## config.mk

```make
export PLATFORM = sky130hd
export DESIGN_NAME = timed_task_scheduler_flat
export DESIGN_NICKNAME = d
export VERILOG_FILES = /design/src/rtl/timed_task_scheduler_if.sv /design/src/rtl/timed_task_scheduler.sv /design/src/flat_wrapper.sv
export SDC_FILE = /design/constraint.sdc
export NUM_CORES = 1
export LEC_CHECK = 0
export CELL_PAD_IN_SITES_DETAIL_PLACEMENT = 1
export CELL_PAD_IN_SITES_GLOBAL_PLACEMENT = 1
export CORE_UTILIZATION = 45
export CTS_CLUSTER_DIAMETER = 50
export CTS_CLUSTER_SIZE = 28
export DETAILED_ROUTE_END_ITERATION = 10
export HOLD_SLACK_MARGIN = 0.1
export PLACE_DENSITY_LB_ADDON = 0.1
export SLEW_MARGIN = 25
export SYNTH_ARGS = -nofsm -noshare
export SYNTH_HDL_FRONTEND = slang
export SYNTH_SLANG_ARGS = --single-unit
```

## constraint.sdc

```tcl
create_clock -name clk -period 4.3 [get_ports clk]
set_input_delay 0.43 -clock clk [delete_from_list [all_inputs] [get_ports clk]]
set_output_delay 0.43 -clock clk [all_outputs]
set_load 0.02 [all_outputs]
```

## src/rtl/timed_task_scheduler_if.sv

```systemverilog
// Launch / completion / join handshake bundle between a task-issuing master
// and the timed task scheduler.
interface timed_task_scheduler_if #(
  parameter int DELAY_W = 8,
  parameter int ID_W    = 4
);
  logic               launch_valid;
  logic               launch_ready;
  logic [DELAY_W-1:0] launch_delay;
  logic [ID_W-1:0]    launch_id;
  logic               done_valid;
  logic               done_ready;
  logic [ID_W-1:0]    done_id;
  logic [DELAY_W-1:0] done_delay;
  logic               join_req;
  logic               join_ack;

  modport master (
    output launch_valid, launch_delay, launch_id, done_ready, join_req,
    input  launch_ready, done_valid, done_id, done_delay, join_ack
  );

  modport slave (
    input  launch_valid, launch_delay, launch_id, done_ready, join_req,
    output launch_ready, done_valid, done_id, done_delay, join_ack
  );
endinterface

```

## src/rtl/timed_task_scheduler.sv

```systemverilog
// Timer-slot task scheduler: launches delayed tasks, reports each expiry once,
// and acknowledges a join only after every outstanding task has drained.
module timed_task_scheduler #(
  parameter int NUM_SLOTS = 8,
  parameter int DELAY_W   = 8,
  parameter int ID_W      = 4
) (
  input  logic                           clk,
  input  logic                           rst,
  timed_task_scheduler_if.slave          bus,
  output logic [$clog2(NUM_SLOTS+1)-1:0] busy_count
);
  localparam int CNT_W = $clog2(NUM_SLOTS + 1);

  typedef enum logic {IDLE, JOINING} state_t;

  state_t             state_q, state_d;
  logic [NUM_SLOTS-1:0] busy_q;
  logic [DELAY_W-1:0] count_q [NUM_SLOTS];
  logic [ID_W-1:0]    id_q    [NUM_SLOTS];
  logic [DELAY_W-1:0] orig_q  [NUM_SLOTS];

  logic [NUM_SLOTS-1:0] expired, free_sel, exp_sel;
  logic launch_fire, done_fire;

  always_comb begin
    for (int unsigned i = 0; i < NUM_SLOTS; i++)
      expired[i] = busy_q[i] && (count_q[i] == '0);
  end

  // One-hot picks of the lowest free slot and the lowest expired slot.
  always_comb begin
    free_sel = '0;
    exp_sel  = '0;
    for (int unsigned i = 0; i < NUM_SLOTS; i++) begin
      if (!busy_q[i] && (free_sel == '0)) free_sel[i] = 1'b1;
      if (expired[i] && (exp_sel == '0))  exp_sel[i]  = 1'b1;
    end
  end

  always_comb begin
    bus.done_id    = '0;
    bus.done_delay = '0;
    for (int unsigned i = 0; i < NUM_SLOTS; i++) begin
      if (exp_sel[i]) begin
        bus.done_id    = id_q[i];
        bus.done_delay = orig_q[i];
      end
    end
  end

  always_comb begin
    busy_count = '0;
    for (int unsigned i = 0; i < NUM_SLOTS; i++)
      busy_count = busy_count + CNT_W'(busy_q[i]);
  end

  assign bus.done_valid   = |expired;
  assign bus.launch_ready = (|(~busy_q)) && (state_q == IDLE);
  assign launch_fire      = bus.launch_valid && bus.launch_ready;
  assign done_fire        = bus.done_valid && bus.done_ready;

  // The freed slot is always busy and the launch target always free, so the
  // free and the allocation can never hit the same slot at one edge.
  always_ff @(posedge clk) begin
    if (rst) begin
      busy_q <= '0;
      for (int unsigned i = 0; i < NUM_SLOTS; i++) begin
        count_q[i] <= '0;
        id_q[i]    <= '0;
        orig_q[i]  <= '0;
      end
    end else begin
      for (int unsigned i = 0; i < NUM_SLOTS; i++) begin
        if (busy_q[i] && (count_q[i] != '0))
          count_q[i] <= count_q[i] - DELAY_W'(1);
        if (done_fire && exp_sel[i])
          busy_q[i] <= 1'b0;
        if (launch_fire && free_sel[i]) begin
          busy_q[i]  <= 1'b1;
          count_q[i] <= bus.launch_delay;
          id_q[i]    <= bus.launch_id;
          orig_q[i]  <= bus.launch_delay;
        end
      end
    end
  end

  always_ff @(posedge clk) begin
    if (rst) state_q <= IDLE;
    else     state_q <= state_d;
  end

  always_comb begin
    state_d      = state_q;
    bus.join_ack = 1'b0;
    case (state_q)
      IDLE: begin
        if (bus.join_req) state_d = JOINING;
      end
      JOINING: begin
        if (busy_count == '0) begin
          bus.join_ack = 1'b1;
          state_d      = IDLE;
        end
      end
      default: state_d = IDLE;
    endcase
  end
endmodule

```

## src/flat_wrapper.sv

```systemverilog
// flat-port wrapper written by rule: the top's interface ports become plain ports
module timed_task_scheduler_flat 
#(
  parameter int NUM_SLOTS = 8,
  parameter int DELAY_W   = 8,
  parameter int ID_W      = 4
)
  (clk, rst, busy_count, bus_launch_valid, bus_launch_delay, bus_launch_id, bus_done_ready, bus_join_req, bus_launch_ready, bus_done_valid, bus_done_id, bus_done_delay, bus_join_ack);
  timed_task_scheduler_if #(.DELAY_W(DELAY_W), .ID_W(ID_W)) bus_i ();
  input  logic clk;
  input  logic rst;
  output logic [$clog2(NUM_SLOTS+1)-1:0] busy_count;
  input wire logic [$bits(bus_i.launch_valid)-1:0] bus_launch_valid;
  input wire logic [$bits(bus_i.launch_delay)-1:0] bus_launch_delay;
  input wire logic [$bits(bus_i.launch_id)-1:0] bus_launch_id;
  input wire logic [$bits(bus_i.done_ready)-1:0] bus_done_ready;
  input wire logic [$bits(bus_i.join_req)-1:0] bus_join_req;
  output wire logic [$bits(bus_i.launch_ready)-1:0] bus_launch_ready;
  output wire logic [$bits(bus_i.done_valid)-1:0] bus_done_valid;
  output wire logic [$bits(bus_i.done_id)-1:0] bus_done_id;
  output wire logic [$bits(bus_i.done_delay)-1:0] bus_done_delay;
  output wire logic [$bits(bus_i.join_ack)-1:0] bus_join_ack;
  assign bus_i.launch_valid = bus_launch_valid;
  assign bus_i.launch_delay = bus_launch_delay;
  assign bus_i.launch_id = bus_launch_id;
  assign bus_i.done_ready = bus_done_ready;
  assign bus_i.join_req = bus_join_req;
  assign bus_launch_ready = bus_i.launch_ready;
  assign bus_done_valid = bus_i.done_valid;
  assign bus_done_id = bus_i.done_id;
  assign bus_done_delay = bus_i.done_delay;
  assign bus_join_ack = bus_i.join_ack;
  timed_task_scheduler #(.NUM_SLOTS(NUM_SLOTS), .DELAY_W(DELAY_W), .ID_W(ID_W)) u_core (.clk(clk), .rst(rst), .bus(bus_i), .busy_count(busy_count));
endmodule
```

---- Yosys cells after proc, flatten, opt, wreduce, memory -nomap -nowiden ----
Memories as Yosys holds them, arrays and structs flattened.
Index checks and enable logic that the tools add are counted.
storage, ports and cells
  memories kept ........................... 3
  RAM bits ................................ 160
  bits in registers ....................... 9
  word-level logic and storage cells ...... 292
  input port bits ......................... 17
cells by class
  mux-type cells .......................... 135
  bitwise operators ....................... 35
  add/sub/neg operators ................... 15
  reduce and logical (&&, ||, !) cells .... 95
memory list
  memory          words  width  read ports  clocked after memory_dff  write ports  RTL line                    RTL
  u_core.count_q  8      8      8           0                         8            timed_task_scheduler.sv:19  logic [DELAY_W-1:0] count_q [NUM_SLOTS];
  u_core.orig_q   8      8      8           0                         8            timed_task_scheduler.sv:21  logic [DELAY_W-1:0] orig_q [NUM_SLOTS];
  u_core.id_q     8      4      8           0                         8            timed_task_scheduler.sv:20  logic [ID_W-1:0] id_q [NUM_SLOTS];
operators by type and width
  cell                 count
  $mux 8               32
  $mux 1               86
  $logic_not 8->1      8
  $mux 4               16
  $reduce_bool 8->1    8
  $sub 8x1->8 const B  8
  $logic_and 1x1->1    49
  $or 1x1->1           32
  $add 4x1->4          6
  $reduce_bool 2->1    8
  $reduce_or 8->1      2
  $logic_not 7->1      2
  $logic_not 4->1      3
  $logic_not 6->1      2
  $logic_not 5->1      2
  $not 8->8            1
  $logic_not 1->1      7
  $logic_not 3->1      2
  $logic_not 2->1      2
  $add 1x1->2          1
  $not 1->1            2
  $pmux 1 s2           1

---- Depth between registers and ports, before layout ----
Gate-level depths: netlist of run 1.
An unclocked memory read counts as a cell.
  depth after elaboration ................. 28
  depth in mapped cells ................... 11
  gate-level depth less buffers ........... 11

---- Worst setup path before layout of run 1 ----
OpenSTA, ideal clock, no wires.
  path kind ............................... register to output
  from .................................... reg u_core.busy_q[1]
  to ...................................... out bus_join_ack
  arrival time ............................ 3.472 ns
  stages on the path, launching flop included .. 11
  buffers on the path ..................... 0
  data required time ...................... 3.870 ns
  setup slack ............................. 0.398 ns
  cells stage by stage .................... dfxtp_1 inv_1 ha_1 fa_1 fa_1 inv_1 fa_1 inv_1 fa_1 xnor2_1 nor4_1
on the way
  word-level cells in the longest chain between the ends .. 10
RTL lines
  element                            RTL line                     RTL
  from (decl)                        timed_task_scheduler.sv:18   logic [NUM_SLOTS-1:0] busy_q;
  from (signal assigned)             timed_task_scheduler.sv:67   busy_q <= '0;
  from (signal, indexed assignment)  timed_task_scheduler.sv:78   busy_q[i] <= 1'b0;
  from (signal, indexed assignment)  timed_task_scheduler.sv:80   busy_q[i] <= 1'b1;
  $add 1x1->2                        timed_task_scheduler.sv:55   busy_count = busy_count + CNT_W'(busy_q[i]);
  $add 4x1->4 (6 in series)          timed_task_scheduler.sv:55
  net busy_count[2]                  flat_wrapper.sv:12           output logic [$clog2(NUM_SLOTS+1)-1:0] busy_count;
  $logic_not 4->1                    timed_task_scheduler.sv:102  if (busy_count == '0) begin
  $mux 1                             timed_task_scheduler.sv:102
  $mux 1                             timed_task_scheduler.sv:97   case (state_q)
  to (decl)                          flat_wrapper.sv:22           output wire logic [$bits(bus_i.join_ack)-1:0] bus_join_ack;
The timed path passes the listed nets, and every way through them passes these cells.

==> results of run 1 <==
[worst paths after layout]
check                                            from  slack, ps              endpoint
worst max register to register       u_core.busy_q[0]        940  u_core.orig_q[0][37]
worst max-delay path            u_core.count_q[0][18]        150     bus_done_delay[0]
worst min-delay path                     bus_join_req        570        u_core.state_q
worst min register to register       u_core.busy_q[1]        580      u_core.busy_q[1]
[timing repair]
action	in CTS	in global routing
pin swaps	0	0
endpoints found under the setup margin	3	14
resized for setup	3	8
[routing by layer]
layer,up-vias,GRT usage
met5,-,0
met4,0,0.08319
li1,3055,-
met1,3335,0.3500
met3,39,0.04286
met2,179,0.4288
[worst max-delay path, stage by stage (launching register included)]
cell and delay [ps]:
edfxtp_1 450, or4_4 600, nor4_4 470, buf_4 310, nand3_1 100, o2bb2ai_1 200
a211o_1 340, a21oi_1 170, clkdlybuf4s50_1 640
[cell type report]
type                    count  area, sq um  share of cell area
clock inverters            15        102.6             0.01032
inverters                  48        180.2             0.01812
clock buffers              17        425.4             0.04277
repair buffers             56        499.2             0.05020
well taps                 260        325.3             0.03271
flip-flops and latches    169         4985              0.5012
multi-input cells         565         3428              0.3447
[cell usage after synthesis (16+ instances only)]
master,instances
a211oi_1,28
a21oi_1,66
clkbuf_1,41
edfxtp_1,160
ha_1,18
inv_1,48
nand2_1,31
nand2b_1,28
nand3_1,19
nor2_1,166
nor3_1,16
nor4_1,17
o22ai_1,25
xnor2_1,25
xor2_1,22
[state kept, by name (all words and copies together) (netlist names)]
signal / cells
u_core.busy_q: 8
u_core.count_q: 64
u_core.id_q: 32
u_core.orig_q: 64
u_core.state_q: 1
[cell families after synthesis]
logic type / after synthesis
AOI/OAI and AO/OA: 165
xor gates and xnor gates: 47
adders and majority gates: 22
buffers and inverters: 96
DFF: 169
and+or+nand+nor: 331
[report_power, final]
group	leakage, nW	internal (W)	switching (W)	total, W
Sequential	1.72	0.00191	0.0000589	0.00196
Clock	0.244	0.000735	0.000668	0.00140
Combinational	1.64	0.000134	0.000227	0.000361
[per-stage QoR]
stage / cells / hold slack [ps] / utilization / total power [W]
3_5_place_dp: 1098 / 561.3 / 0.4974 / 0.002359
6_report: 1130 / 568.8 / 0.5264 / 0.003728
3_3_place_gp: 1098 / 539.0 / 0.4974 / 0.002340
2_1_floorplan: 830 / 488.9 / - / 0.002218
5_1_grt: 1130 / 617.1 / 0.5264 / 0.003844
4_1_cts: 1130 / 559.3 / 0.5254 / 0.003749
==> out/results.tsv, run 1 <==
stage	metric	value	unit
floorplan	Die X	141.6	um
synthesis	Yosys Warn Count	0	
worst_setup_path	startpoint type of the worst setup path	flip-flop	
worst_setup_path	Worst Path Arrival	3720	ps
drt	via count	6608	
global_route	grt ovf	0	
floorplan	Starting Density	0.4641	
synthesis	Synth area leaders	edfxtp_1 (55%), nor2_1 (7.1%), a21oi_1 (3.8%), ha_1 (2.6%), xnor2_1 (2.5%)	
cells_and_area	commonest non-fill, non-tap cell in the layout	nor2_1	
power_and_ir_drop	Leakage Power	3.601	nW
sta	Max Slew Vio Count	0	
drt	M1 WL	11080	um
cells_and_area	final instance area	0.009946	sq mm
floorplan	Die Area	0.02005	sq mm
placed_design	I/O Buffers	35	
cells_and_area	layout cells sized above 1	0.08046	
placed_design	gpl congestion	0.8462	
drt	met2 wire len	12150	um
sta	setup ws final	152.7	ps
floorplan	Core Rows	50	
synthesis	mux contribution to synthesized area	0	
floorplan	Core Footprint	0.01889	sq mm
clocking	Post-CTS Setup Inserts	0	
synthesis	number of flops mapped to enable cells by yosys	160	
sta	fin crit period	4147	ps
sta	clock skew	11.25	ps
synthesis	post-synthesis sequential area ratio	0.5685	
synthesis	Synth Area in Adders	0.03482	
worst_setup_path	crit end category	output port	
global_route	first-pass GRT wire length	38730	um
worst_setup_path	Worst EP required	3870	ps
synthesis	asr flop ratio synth	0	
worst_setup_path	CP Class	reg2out	
power_and_ir_drop	pwr dens	374.8	mW/mm^2
global_route	initial antenna violation count	0	
run_status	status	complete, no violations	
drt	final WL	24770	um
synthesis	Yosys reg bits	169	
synthesis	compound-gate portion of the synthesized area	0.1220	
floorplan	I/O pin count	36	
synthesis	area leader, netlist	edfxtp_1	
clocking	Inserted Clock Buffers	17	
cells_and_area	most frequent cells in the layout	nor2_1 (166), edfxtp_1 (160), a21oi_1 (66)	
drt	drt via density	5.848	
worst_hold_path	Hold Crit Class	in2reg	
drt	Routed Antenna Nets	0	
clocking	maximum clock path buffer count	2	
sta	final setup violation count	0	
clocking	CTS tree	done	
sta	Slew headroom	0.4537	
cells_and_area	Fillers	2054	
sta	RSZ-0062 raised after global routing	no	
global_route	vias in the first global route	6785	
placed_design	DP Worst Slack	269.7	ps
drt	DR DRC count	0	
worst_setup_path	cells on worst reg2reg path	7	
clocking	CTS H-tree depth	4	
synthesis	largest family of logic cells by synthesized area	simple AND/OR/NAND/NOR gates	
drt	top sig layer	met4	
synthesis	Post-Synth XOR/XNOR Area	0.04695	
sta	Max Fclk	0.2411	GHz
drt	Met3 Wirelength	1044	um
placed_design	hpwl dp	17680	um
sta	Final Cycle Share	0.9645	
synthesis	Simple-Gate Fraction of Synth Area	0.1844	
clocking	Clock Sinks	169	
cells_and_area	Total Nets Final	896	
global_route	Global Route Usage Sum	0.2598	
cells_and_area	area grow syn2layout	13.43	%
placed_design	area of placed instances	0.009397	sq mm
synthesis	cell area after synthesis	0.008768	sq mm
power_and_ir_drop	peak supply drop	0.3073	mV
synthesis	Synth top area share	0.5479	
synthesis	Primary FF master, synth	edfxtp_1	
worst_setup_path	crit path max fanout	15	
clocking	CTS Root Cell	clkbuf_16	
cells_and_area	# diodes	0	
synthesis	Syn Inst Count	830	
worst_hold_path	Hold Path Depth	3	
clocking	Reg clk slew, reported paths	70	ps
drt	First-pass DRT Iterations	4	
global_route	largest net degree at the start of global routing	33	
drt	DRT iter0 DRCs	527	
clocking	CTS Hold Buffers Added	0	
drt	routed len/inst	21.92	um
floorplan	Die H	141.6	um
sta	final setup TNS	0	ps
clocking	worst skew pair latency	440	ps
sta	hold violation count in the final report	0	
synthesis	Synth cell types	57	
synthesis	Syn Area/Cell	10.56	sq um
run	MaxCap Viol Count	0	
sta	Slew @ Worst Pin	817.8	ps
synthesis	syn nets	869	
No activity file was read; power rests on OpenSTA's default activity.
==> run 2, diff against run 1 <==
--- a/config.mk
+++ b/config.mk
@@ -7,12 +7,15 @@
 export LEC_CHECK = 0
 export CELL_PAD_IN_SITES_DETAIL_PLACEMENT = 1
 export CELL_PAD_IN_SITES_GLOBAL_PLACEMENT = 1
+export CORE_MARGIN = 2
 export CORE_UTILIZATION = 45
 export CTS_CLUSTER_DIAMETER = 50
 export CTS_CLUSTER_SIZE = 28
 export DETAILED_ROUTE_END_ITERATION = 10
 export HOLD_SLACK_MARGIN = 0.1
 export PLACE_DENSITY_LB_ADDON = 0.1
+export RECOVER_POWER = 25
+export REMOVE_ABC_BUFFERS = 1
 export SLEW_MARGIN = 25
 export SYNTH_ARGS = -nofsm -noshare
 export SYNTH_HDL_FRONTEND = slang
==> run 2 against run 1 <==
The flow now finishes with violations (capacitance limit, slew limit); critical path depth increased by 1; clock-buffer cell count is the same; combinational power hardly changed; die area up 2.8%; via count shrank 1.1%; hold slack about the same; maximum frequency up 1.5%; first-iteration DRC count shrank 16%; clock skew down 3.8 ps; wire length is 0.29% higher; utilization shrank 0.77 points; critical path type unchanged.
==> out/results.tsv, run 2 (synthesized netlist as in run 1, its figures left out) <==
stage	metric	value	unit	change
clocking	CTS Root Cell	clkbuf_16		
placed_design	DP Worst Slack	248.3	ps	-21.45 ps
worst_setup_path	crit end category	output port		
drt	routed len/inst	21.89	um	-0.15%
power_and_ir_drop	pwr dens	391.3	mW/mm^2	+4.4%
drt	DRT iter0 DRCs	445		-16%
clocking	worst skew pair latency	420	ps	-20 ps
global_route	first-pass GRT wire length	39030	um	+0.78%
cells_and_area	commonest non-fill, non-tap cell in the layout	nor2_1		
run_status	status	complete, but fails checks		
clocking	Inserted Clock Buffers	17		unchanged
clocking	maximum clock path buffer count	2		unchanged
clocking	Post-CTS Setup Inserts	0		unchanged
global_route	vias in the first global route	6802		+0.25%
worst_hold_path	Hold Path Depth	3		unchanged
placed_design	I/O Buffers	35		unchanged
power_and_ir_drop	Leakage Power	3.622	nW	+0.57%
worst_setup_path	cells on worst reg2reg path	8		+1
sta	Slew headroom	-0.1144		-0.5681
cells_and_area	Top Registers	u_core.count_q: 64 flops, u_core.orig_q: 64 flops, u_core.id_q: 32 flops		
sta	fin crit period	4088	ps	-59.57 ps
drt	met2 wire len	12150	um	about the same
clocking	CTS H-tree depth	4		unchanged
floorplan	I/O pin count	36		unchanged
worst_setup_path	crit path max fanout	14		-1
clocking	Reg clk slew, reported paths	70	ps	about the same
drt	top sig layer	met4		
floorplan	Die H	143.6	um	+1.4%
placed_design	hpwl dp	17810	um	+0.73%
sta	Slew @ Worst Pin	1672	ps	+853.9 ps
sta	RSZ-0062 raised after global routing	no		
cells_and_area	footprint of the multi-input gates	0.003421	sq mm	-0.22%
cells_and_area	# diodes	0		unchanged
cells_and_area	FF+latch area	0.004985	sq mm	unchanged
floorplan	Starting Density	0.4550		-0.009100
drt	DR DRC count	0		unchanged
drt	final WL	24850	um	+0.29%
clocking	CTS tree	done		
floorplan	Core Footprint	0.01927	sq mm	+2.0%
drt	M1 WL	11230	um	+1.4%
sta	Max Slew Vio Count	37		+37
drt	Met3 Wirelength	911	um	-13%
global_route	grt ovf	0		unchanged
drt	drt via density	5.757		-1.6%
drt	via count	6534		-1.1%
sta	Final Cycle Share	0.9506		-0.01385
cells_and_area	area grow syn2layout	14.01	%	
clocking	Clock Sinks	169		unchanged
sta	clock skew	7.439	ps	-3.816 ps
sta	Worst Hold Margin	568.4	ps	-0.3650 ps
drt	First-pass DRT Iterations	5		+1
floorplan	Core Rows	51		+2.0%
run_status	failing checks	capacitance limit, slew limit		
sta	Max Fclk	0.2446	GHz	+1.5%
worst_setup_path	startpoint type of the worst setup path	flip-flop		
floorplan	Die X	143.6	um	+1.4%
cells_and_area	Total Nets Final	896		unchanged
sta	setup ws final	212.2	ps	+59.57 ps
global_route	Global Route Usage Sum	0.2536		-0.006139
placed_design	gpl congestion	0.8483		+0.25%
cells_and_area	most frequent cells in the layout	nor2_1 (166), edfxtp_1 (160), a21oi_1 (66)		
cells_and_area	layout cells sized above 1	0.07586		-0.004598
sta	final setup TNS	0	ps	unchanged
cells_and_area	Fillers	2133		+3.8%
power_and_ir_drop	peak supply drop	0.2586	mV	-16%
sta	hold violation count in the final report	0		unchanged
worst_setup_path	Worst EP required	3870	ps	about the same
floorplan	Die Area	0.02062	sq mm	+2.8%
worst_setup_path	Worst Path Arrival	3660	ps	-60 ps
sta	final setup violation count	0		unchanged
drt	Routed Antenna Nets	0		unchanged
worst_hold_path	Hold Crit Class	reg2reg		
global_route	largest net degree at the start of global routing	37		+12%
global_route	initial antenna violation count	0		unchanged
run	MaxCap Viol Count	1		+1
worst_setup_path	CP Class	reg2out		
power_and_ir_drop	total power	0.003912	W	+4.9%
==> run 2: changes by cell type in the layout (fill, tap and decap cells not counted), sizes merged <==
cell,previous run,this run
inv,50,51
clkinvlp,5,3
buf,22,16
bufinv,0,3
clkbuf,18,24
clkinv,8,6
==> run 2: path summary, 6_finish.rpt <==
path | slack, ps | start | end
max | 210 | u_core.count_q[0][8] | bus_done_delay[0]
max reg2reg | 400 | u_core.busy_q[0] | u_core.orig_q[0][38]
min reg2reg | 570 | u_core.busy_q[1] | u_core.busy_q[1]
min | 570 | u_core.busy_q[1] | u_core.busy_q[1]
==> run 2: layout make-up <==
cell class	instances	area share
Clock buffer	17	0.04255
Timing Repair Buffer	56	0.04793
Clock inverter	15	0.01752
Inverter	48	0.01802
Sequential cell	169	0.4986
Tap cell	265	0.03317
Multi-Input combinational cell	565	0.3422
==> run 2: critical path, stage by stage (launching register included) <==
cell and delay (ps):
edfxtp_1 390, inv_1 120, ha_1 170, or4bb_1 490
or2_2 450, nand2_1 340, nor3_4 170, a211o_1 290
a21oi_1 170, clkdlybuf4s50_1 630
==> run 2: where the power goes <==
part | leakage [nW] | total (W) | internal (W) | switching [W]
sequential | 1.72 | 0.00197 | 0.00191 | 0.0000603
clock | 0.287 | 0.00158 | 0.000916 | 0.000669
combinational | 1.62 | 0.000361 | 0.000132 | 0.000229
==> run 2: routing by layer <==
metal | GRT usage | up-vias
met5 | 0 | -
met4 | 0.07843 | 0
met2 | 0.4180 | 165
met3 | 0.03099 | 34
met1 | 0.3522 | 3280
li1 | - | 3055
==> run 2: stage by stage <==
stage / utilization / area (sq um) / std cells
CTS: 0.5195 / 10010 / 1135
global route: 0.5188 / 9997 / 1135
detailed placement: 0.4879 / 9403 / 1103
floorplan: - / 8568 / 782
finish: 0.5188 / 9997 / 1135
global placement: 0.4879 / 9403 / 1103
==> run 2: repair_timing <==
| item | 4_1_cts | 5_1_grt |
|---|---|---|
| endpoints found under the setup margin | 11 | 13 |
| gates resized for setup | 4 | 8 |
| hold buffers | 0 | 0 |
==> run 3, diff against run 2 <==
--- a/config.mk
+++ b/config.mk
@@ -5,6 +5,7 @@
 export SDC_FILE = /design/constraint.sdc
 export NUM_CORES = 1
 export LEC_CHECK = 0
+export CAP_MARGIN = 25
 export CELL_PAD_IN_SITES_DETAIL_PLACEMENT = 1
 export CELL_PAD_IN_SITES_GLOBAL_PLACEMENT = 1
 export CORE_MARGIN = 2
==> results of run 3 <==
No change in the layout: final DEF, timing and power equal those of run 2.
